$ cat src/rtl/csr_pkg.sv
// Shared CSR encodings, trap-controller state and the fixed interrupt priority table.
package csr_pkg;

  typedef enum logic [11:0] {
    CSR_MSTATUS = 12'h300,
    CSR_MIE     = 12'h304,
    CSR_MTVEC   = 12'h305,
    CSR_MEPC    = 12'h341,
    CSR_MCAUSE  = 12'h342,
    CSR_MTVAL   = 12'h343,
    CSR_MIP     = 12'h344
  } csr_addrs_e;

  typedef enum logic [4:0] {
    CAUSE_INSTR_MISALIGNED = 5'd0,
    CAUSE_INSTR_ACCESS     = 5'd1,
    CAUSE_ILLEGAL_INST     = 5'd2,
    CAUSE_BREAKPOINT       = 5'd3,
    CAUSE_LOAD_MISALIGNED  = 5'd4,
    CAUSE_LOAD_ACCESS      = 5'd5,
    CAUSE_STORE_MISALIGNED = 5'd6,
    CAUSE_STORE_ACCESS     = 5'd7,
    CAUSE_ECALL_U          = 5'd8,
    CAUSE_ECALL_S          = 5'd9,
    CAUSE_ECALL_M          = 5'd11,
    CAUSE_INSTR_PAGE_FAULT = 5'd12,
    CAUSE_LOAD_PAGE_FAULT  = 5'd13,
    CAUSE_STORE_PAGE_FAULT = 5'd15
  } csr_mcause_e;

  typedef enum logic [1:0] {
    ST_IDLE,
    ST_ENTRY,
    ST_RETURN,
    ST_REDIRECT
  } trap_state_e;

  localparam int MSTATUS_MIE_BIT  = 3;
  localparam int MSTATUS_MPIE_BIT = 7;

  // Highest priority first: MEI, MSI, MTI, SEI, SSI, STI, LCOFI.
  localparam int IRQ_PRIO_N = 7;
  localparam logic [3:0] IRQ_PRIO [IRQ_PRIO_N] = '{4'd11, 4'd3, 4'd7, 4'd9, 4'd1, 4'd5, 4'd13};

endpackage

$ cat src/rtl/trap_irq_prio.sv
// Fixed-priority encoder from the enabled pending-interrupt mask to an mcause code.
module trap_irq_prio
  import csr_pkg::*;
(
  input  logic [15:0] i_pending,
  output logic        o_valid,
  output logic [3:0]  o_code
);

  // Walk lowest priority to highest so the highest pending source is written last.
  always_comb begin
    o_valid = 1'b0;
    o_code  = 4'd0;
    for (int i = IRQ_PRIO_N - 1; i >= 0; i--) begin
      if (i_pending[IRQ_PRIO[i]]) begin
        o_valid = 1'b1;
        o_code  = IRQ_PRIO[i];
      end
    end
  end

endmodule

$ cat src/rtl/trap_ctrl.sv
// Machine-mode trap controller: owns mepc/mcause/mtval/mie/mstatus.{MIE,MPIE}
// and sequences trap entry, MRET and the fetch-redirect handshake.
module trap_ctrl
  import csr_pkg::*;
#(
  parameter int XLEN = 64
) (
  input  logic            clk_i,
  input  logic            rst_i,
  input  logic            exc_valid_i,
  input  logic [XLEN-1:0] exc_cause_i,
  input  logic [XLEN-1:0] exc_pc_i,
  input  logic [XLEN-1:0] exc_tval_i,
  input  logic            mret_i,
  input  logic [XLEN-1:0] int_pc_i,
  input  logic [15:0]     irq_i,
  input  logic            csr_we_i,
  input  logic [11:0]     csr_addr_i,
  input  logic [XLEN-1:0] csr_wdata_i,
  input  logic [XLEN-1:0] mtvec_i,
  output logic [XLEN-1:0] mepc_o,
  output logic [XLEN-1:0] mcause_o,
  output logic [XLEN-1:0] mtval_o,
  output logic            mstatus_mie_o,
  output logic            mstatus_mpie_o,
  output logic [15:0]     mie_o,
  output logic            flush_o,
  output logic            redirect_valid_o,
  input  logic            redirect_ready_i,
  output logic [XLEN-1:0] redirect_pc_o,
  output logic            busy_o
);

  trap_state_e     r_state;
  logic [XLEN-1:0] r_mepc;
  logic [XLEN-1:0] r_mcause;
  logic [XLEN-1:0] r_mtval;
  logic [XLEN-1:0] r_redirect_pc;
  logic [15:0]     r_mie_reg;
  logic            r_mie;
  logic            r_mpie;
  logic            r_flush;
  logic            r_redirect_valid;
  logic            r_busy;
  logic            r_is_irq;
  logic [3:0]      r_code;

  logic [15:0]     w_pending;
  logic            w_irq_valid;
  logic [3:0]      w_irq_code;
  logic            w_take_irq;

  function automatic logic [XLEN-1:0] trap_target(input logic [XLEN-1:0] tvec,
                                                  input logic            is_irq,
                                                  input logic [3:0]      code);
    logic [XLEN-1:0] base;
    base = {tvec[XLEN-1:2], 2'b00};
    // Only mode 1 vectors, and only for interrupts; modes 2/3 fall back to direct.
    if (is_irq && (tvec[1:0] == 2'b01)) begin
      base = base + {{(XLEN-6){1'b0}}, code, 2'b00};
    end
    return base;
  endfunction

  assign w_pending  = irq_i & r_mie_reg;
  assign w_take_irq = w_irq_valid && r_mie;

  trap_irq_prio u_irq_prio (
    .i_pending (w_pending),
    .o_valid   (w_irq_valid),
    .o_code    (w_irq_code)
  );

  always_ff @(posedge clk_i) begin
    if (rst_i) begin
      r_state          <= ST_IDLE;
      r_mepc           <= '0;
      r_mcause         <= '0;
      r_mtval          <= '0;
      r_redirect_pc    <= '0;
      r_mie_reg        <= '0;
      r_mie            <= 1'b0;
      r_mpie           <= 1'b0;
      r_flush          <= 1'b0;
      r_redirect_valid <= 1'b0;
      r_busy           <= 1'b0;
      r_is_irq         <= 1'b0;
      r_code           <= '0;
    end else begin
      case (r_state)
        ST_IDLE: begin
          // Trap sources take precedence over a same-cycle CSR write.
          if (exc_valid_i) begin
            r_mepc   <= exc_pc_i;
            r_mcause <= exc_cause_i;
            r_mtval  <= exc_tval_i;
            r_is_irq <= 1'b0;
            r_code   <= '0;
            r_flush  <= 1'b1;
            r_busy   <= 1'b1;
            r_state  <= ST_ENTRY;
          end else if (mret_i) begin
            r_flush  <= 1'b1;
            r_busy   <= 1'b1;
            r_state  <= ST_RETURN;
          end else if (w_take_irq) begin
            r_mepc   <= int_pc_i;
            r_mcause <= {1'b1, {(XLEN-5){1'b0}}, w_irq_code};
            r_mtval  <= '0;
            r_is_irq <= 1'b1;
            r_code   <= w_irq_code;
            r_flush  <= 1'b1;
            r_busy   <= 1'b1;
            r_state  <= ST_ENTRY;
          end else if (csr_we_i) begin
            case (csr_addr_i)
              CSR_MEPC:    r_mepc    <= {csr_wdata_i[XLEN-1:1], 1'b0};
              CSR_MCAUSE:  r_mcause  <= csr_wdata_i;
              CSR_MTVAL:   r_mtval   <= csr_wdata_i;
              CSR_MIE:     r_mie_reg <= csr_wdata_i[15:0];
              CSR_MSTATUS: begin
                r_mie  <= csr_wdata_i[MSTATUS_MIE_BIT];
                r_mpie <= csr_wdata_i[MSTATUS_MPIE_BIT];
              end
              default: ;
            endcase
          end
        end
        ST_ENTRY: begin
          r_mpie           <= r_mie;
          r_mie            <= 1'b0;
          r_flush          <= 1'b0;
          r_redirect_pc    <= trap_target(mtvec_i, r_is_irq, r_code);
          r_redirect_valid <= 1'b1;
          r_state          <= ST_REDIRECT;
        end
        ST_RETURN: begin
          r_mie            <= r_mpie;
          r_mpie           <= 1'b1;
          r_flush          <= 1'b0;
          r_redirect_pc    <= r_mepc;
          r_redirect_valid <= 1'b1;
          r_state          <= ST_REDIRECT;
        end
        ST_REDIRECT: begin
          if (redirect_ready_i) begin
            r_redirect_valid <= 1'b0;
            r_busy           <= 1'b0;
            r_state          <= ST_IDLE;
          end
        end
        default: begin
          r_state <= ST_IDLE;
        end
      endcase
    end
  end

  assign mepc_o           = r_mepc;
  assign mcause_o         = r_mcause;
  assign mtval_o          = r_mtval;
  assign mstatus_mie_o    = r_mie;
  assign mstatus_mpie_o   = r_mpie;
  assign mie_o            = r_mie_reg;
  assign flush_o          = r_flush;
  assign redirect_valid_o = r_redirect_valid;
  assign redirect_pc_o    = r_redirect_pc;
  assign busy_o           = r_busy;

endmodule

$ cat config.mk
export PLATFORM = sky130hd
export DESIGN_NAME = trap_ctrl
export DESIGN_NICKNAME = d
export VERILOG_FILES = /design/src/rtl/csr_pkg.sv /design/src/rtl/trap_irq_prio.sv /design/src/rtl/trap_ctrl.sv
export SDC_FILE = /design/constraint.sdc
export NUM_CORES = 1
export LEC_CHECK = 0
export ABC_CLOCK_PERIOD_IN_PS = 4110
export BUFFER_PORTS_ARGS = -buffer_cell sky130_fd_sc_hd__clkbuf_2
export CAP_MARGIN = 20
export CORE_AREA = 2 2 267 269
export DETAILED_ROUTE_END_ITERATION = 7
export DIE_AREA = 0 0 269 271
export GPL_TIMING_DRIVEN = 1
export SLEW_MARGIN = 20
export SYNTH_ARGS = -nofsm -noshare
export SYNTH_HDL_FRONTEND = slang
export SYNTH_HIERARCHICAL = 1
export SYNTH_SLANG_ARGS = --single-unit
$ cat constraint.sdc
create_clock -name clk_i -period 4.11 [get_ports clk_i]
set_input_delay 0.2055 -clock clk_i [delete_from_list [all_inputs] [get_ports clk_i]]
set_output_delay 0.2055 -clock clk_i [all_outputs]
set_load 0.01 [all_outputs]
After elaboration in Yosys (flattened, before gate mapping)
Cells that the tools add are included.
{"block": "word_totals", "regBits": 284, "in_bits": 418, "output_inout_bits": 277}
{"block": "op_classes", "n_eq_ne": 17, "n_bitwise": 4, "n_reduce_logical": 24, "add_sub_neg": 1, "mux": 60}
{"op": "2-to-1 mux 64 bit", "count": 16}
{"op": "one-hot mux 64 bit (2 select lines)", "count": 1}
{"op": "adder 64 x 6 -> 64 bit", "count": 1}
{"op": "equality test 12 x 10 -> 1 bit, second input constant", "count": 5}
{"op": "2-to-1 mux 4 bit", "count": 10}
{"op": "2-to-1 mux 1 bit", "count": 23}
{"op": "nonzero test 3 bit", "count": 5}
{"op": "AND 14 bit", "count": 1}
{"op": "inequality test 2 bit, second input constant", "count": 6}
{"op": "AND reduction 4 bit", "count": 3}
{"op": "AND reduction 6 bit", "count": 2}
{"op": "nonzero test 2 bit", "count": 5}
{"op": "2-to-1 mux 2 bit", "count": 4}
{"op": "one-hot mux 1 bit (2 select lines)", "count": 3}
{"op": "one-hot mux 1 bit (3 select lines)", "count": 2}
{"op": "one-hot mux 2 bit (3 select lines)", "count": 1}
{"op": "AND reduction 2 bit", "count": 3}
{"op": "AND reduction 3 bit", "count": 2}
{"op": "equality test 2 x 1 -> 1 bit, second input constant", "count": 2}
{"op": "equality test 2 bit, second input constant", "count": 2}
{"op": "inequality test 4 bit, second input constant", "count": 1}
{"op": "NOT 1 bit", "count": 3}
{"op": "logical AND 1 bit", "count": 2}
{"op": "zero test 2 bit", "count": 1}
{"op": "2 further kinds", "count": 2}

Logic depth before layout (Yosys ltp)
{"block": "depth", "depth_word": 13, "ltp_mapped": 12, "depth_no_buf": 9}

Hierarchy
The synthesis kept the hierarchy.
{"mod": "trap_ctrl", "area_each_um2": 14151.1, "cells_per_inst": 1840, "n_inst": 1, "seq_area_each_um2": 5685.5}
{"mod": "trap_irq_prio", "area_each_um2": 66.3, "cells_per_inst": 11, "n_inst": 1, "seq_area_each_um2": 0.0}

Worst setup path before layout
Ideal clock, no wire load.
{"block": "synth_timing", "path_type": "reg-to-reg", "start": "reg r_mie_reg[11], in the netlist mie_o[11]", "end": "reg r_mepc[56], in the netlist mepc_o[56]", "synth_period_minus_slack_ns": 3.196, "path_slack_ns": 0.914, "path_stages_with_launch": 13, "t_arrival_ns": 3.126, "path_cell_list": "dfxtp_1 > and2_1 > or3_4 > or4_1 > a21oi_1 > or2_2 > clkbuf_1 > o41a_1 > buf_6 > buf_2 > buf_1 > nand2_1 > a21oi_1"}
{"block": "synth_via", "elab_chain_cells": 6, "word_cells_on_any_way": 9}
{"element": "from (decl)", "line": "trap_ctrl.sv:39", "rtl": "logic [15:0] r_mie_reg;"}
{"element": "from (signal assigned)", "line": "trap_ctrl.sv:120", "rtl": "CSR_MIE: r_mie_reg <= csr_wdata_i[15:0];"}
{"element": "AND 14 bit (*)", "line": "trap_ctrl.sv:65", "rtl": "assign w_pending = irq_i & r_mie_reg;"}
{"element": "via w_pending[11]", "line": "trap_ctrl.sv:48", "rtl": "logic [15:0] w_pending;"}
{"element": "2-to-1 mux 1 bit (*)", "line": "trap_irq_prio.sv:15", "rtl": "if (i_pending[IRQ_PRIO[i]]) begin"}
{"element": "via w_irq_valid", "line": "trap_ctrl.sv:49", "rtl": "logic w_irq_valid;"}
{"element": "logical AND 1 bit (*)", "line": "trap_ctrl.sv:66", "rtl": "assign w_take_irq = w_irq_valid && r_mie;"}
{"element": "2-to-1 mux 64 bit", "line": "trap_ctrl.sv:106", "rtl": "end else if (w_take_irq) begin"}
{"element": "2-to-1 mux 64 bit", "line": "trap_ctrl.sv:102", "rtl": "end else if (mret_i) begin"}
{"element": "2-to-1 mux 64 bit", "line": "trap_ctrl.sv:93", "rtl": "if (exc_valid_i) begin"}
{"element": "to (signal assigned)", "line": "trap_ctrl.sv:94", "rtl": "r_mepc <= exc_pc_i;"}
{"element": "to (signal assigned)", "line": "trap_ctrl.sv:107", "rtl": "r_mepc <= int_pc_i;"}
{"element": "to (signal assigned)", "line": "trap_ctrl.sv:117", "rtl": "CSR_MEPC: r_mepc <= {csr_wdata_i[XLEN-1:1], 1'b0};"}
{"element": "to (decl)", "line": "trap_ctrl.sv:35", "rtl": "logic [XLEN-1:0] r_mepc;"}
The timed path passes the listed nets; every way through them passes the cells marked *. The select of a mux whose other input is x is not followed.
A chain may end at the register's enable or synchronous reset.

Worst setup path in the final report
{"block": "layout_timing", "start": "reg r_mie_reg[11], in the netlist mie_o[11]", "end": "reg r_mepc[49], in the netlist mepc_o[49]"}
The elaborated chain is that of the path after synthesis.

==> flow_summary.json <==
{
  "nets": 3008,
  "drt_iter0_drc": 1429,
  "mappedNetlistArea_um2": 14200,
  "final_max_slew_viol_count": 0,
  "fp.dieH_um": 271,
  "htree_levels": 2,
  "wl_mm": 78.1,
  "io_buffer_count": 685,
  "grtUsageMet2_pct": 33.9,
  "grt_start_max_net_pins": 157,
  "antenna_found_initial": 4,
  "gr-total-overflow": 0,
  "cp.required_ns": 4.51,
  "clock_latency_ns": 0.55,
  "cts_root_buf": "clkbuf_16",
  "fin_ws_ns": 0.261,
  "grt_pass1_vias": 16100,
  "hold_violations": 0,
  "syn_inst": 1842,
  "cts_resized": 0,
  "global_route.usage.met3_pct": 4.71,
  "wire_per_inst_um": 22.0,
  "cts_sinks": 284,
  "slew_headroom_pct": 41.3,
  "use_met1_pct": 23.0,
  "cp_max_fo": 31,
  "dpl_worst_slack_ns": 0.777,
  "cts_setup_buffers": 0,
  "finClkSkew_ns": 0.0260,
  "die_area_um2": 72900,
  "syn_avg_cell_area_um2": 7.69,
  "cts_made_buffers": 36,
  "arrival_ns": 4.25,
  "drive_gt1_share_pct": 30.5,
  "start_util_pct": 20.3,
  "path_clk_slew_ns": 0.06,
  "gp_congestion": 0.953,
  "worst_pin_slew_ns": 0.872,
  "synth_nets": 2271,
  "vias": 17100,
  "dp_hpwl_mm": 59.7,
  "setup_viol": 0,
  "ir_drop_uv": 385,
  "endpoint_kind": "flip-flop",
  "vias_per_cell": 4.81,
  "crit_type": "flip-flop to flip-flop",
  "rsz0062_at_grt": "false",
  "top_usage_layer": "met2",
  "grt_usage_pct": 20.2,
  "drtAntennaViolNets": 0,
  "cts_tree": "yes",
  "cts_buffer_depth": 3,
  "power_density_nw_per_um2": 499,
  "status": "completed",
  "fmax_ghz": 0.260,
  "num_rows": 97,
  "hp-class": "input port to flip-flop",
  "die_w_um": 269,
  "n_fill_cell": 7527,
  "post-route-period-util_pct": 93.6,
  "core_um2": 69800,
  "p_leak_nw": 9.17,
  "tns_ns": 0,
  "multi_input_area_um2": 7780,
  "cts_hold_buf": 141,
  "drv_cap": 0,
  "route.detailed.drc": 0,
  "ios": 695,
  "ys_warn_count": 6,
  "dr.pass1.iters": 5,
  "syn_to_final_growth_pct": 49.1,
  "grt_pass1_wl_mm": 109,
  "final-seq-area_um2": 5690,
  "period_minus_slack_ns": 3.85,
  "start_kind": "flip-flop"
}
[worst paths after layout]
path,depth (start not counted),end,slack [ns],startpoint
setup / recovery,11,mepc_o[49],0.26,mie_o[11]
hold / removal,3,mcause_o[40],0.03,exc_cause_i[40]
setup reg to reg,11,mepc_o[49],0.26,mie_o[11]
hold reg to reg,2,mie_o[10],0.46,mie_o[10]
[area by class of cell]
class	count	area share (%)
Multi-Input combinational cell	1386	36.8
Clock inverter	11	0.670
Clock buffer	52	5.03
Sequential cell	284	26.9
Inverter	14	0.261
Timing Repair Buffer	857	24.6
Antenna cell	4	0.0474
Tap cell	940	5.57
[worst max-delay path, cell delays in order (launching register included)]
cell and delay [ns]:
dfxtp_1 0.32, and2_1 0.22, or3_4 0.43, or4_1 0.57
a21oi_2 0.23, or2_2 0.25, o41a_2 0.43, buf_12 0.27
buf_12 0.19, a311o_1 0.11, dlygate4sd3_1 0.55, a21oi_1 0.06
[report_power, final]
part	internal [mW]	switching, mW	total, mW	leakage [nW]
sequential	3.33	0.425	3.75	2.33
clock	1.98	1.30	3.28	0.597
combinational	1.31	2.19	3.50	6.25
total	6.62	3.91	10.5	9.17
[placed cells by master (no fill, tap or decap), types with 37 or more instances in the layout]
cell type and instances:
o22ai_1 41, o21ai_0 39, clkbuf_16 37, a211oi_1 129, dlygate4sd3_1 141, and3_1 60, nand2_1 272, clkbuf_2 683
a21oi_1 249, a311o_1 44, dfxtp_1 284, nor2_1 257
[sequential cells by signal (all words and copies together), names as in the netlist]
register,flops
busy_o,1
mstatus_mie_o,1
r_code,4
mepc_o,64
mstatus_mpie_o,1
flush_o,1
redirect_pc_o,64
r_state,2
mie_o,16
redirect_valid_o,1
mcause_o,64
mtval_o,64
r_is_irq,1
[routing by layer]
layer | routed length, um | vias to the layer above
li1 | - | 8084
met1 | 30200 | 7945
met2 | 36600 | 864
met3 | 5970 | 173
met4 | 5280 | 2
met5 | 9 | -
[metrics by stage]
| step | util (%) | std cells | total power [mW] | hold slack [ns] | instance area (um2) |
|---|---|---|---|---|---|
| final | 30.3 | 3548 | 10.5 | 0.0339 | 21100 |
| after global routing | 30.2 | 3545 | 11.1 | 0.0264 | 21100 |
| after CTS | 30.2 | 3544 | 10.6 | 0.000196 | 21100 |
| after detailed placement | 26.5 | 3340 | 7.15 | 0.445 | 18500 |
| after global placement | 26.5 | 3340 | 7.12 | 0.440 | 18500 |
| after floorplan | - | 1842 | 5.58 | 0.346 | 14200 |
Note: power is estimated with default switching activity, not from simulation.
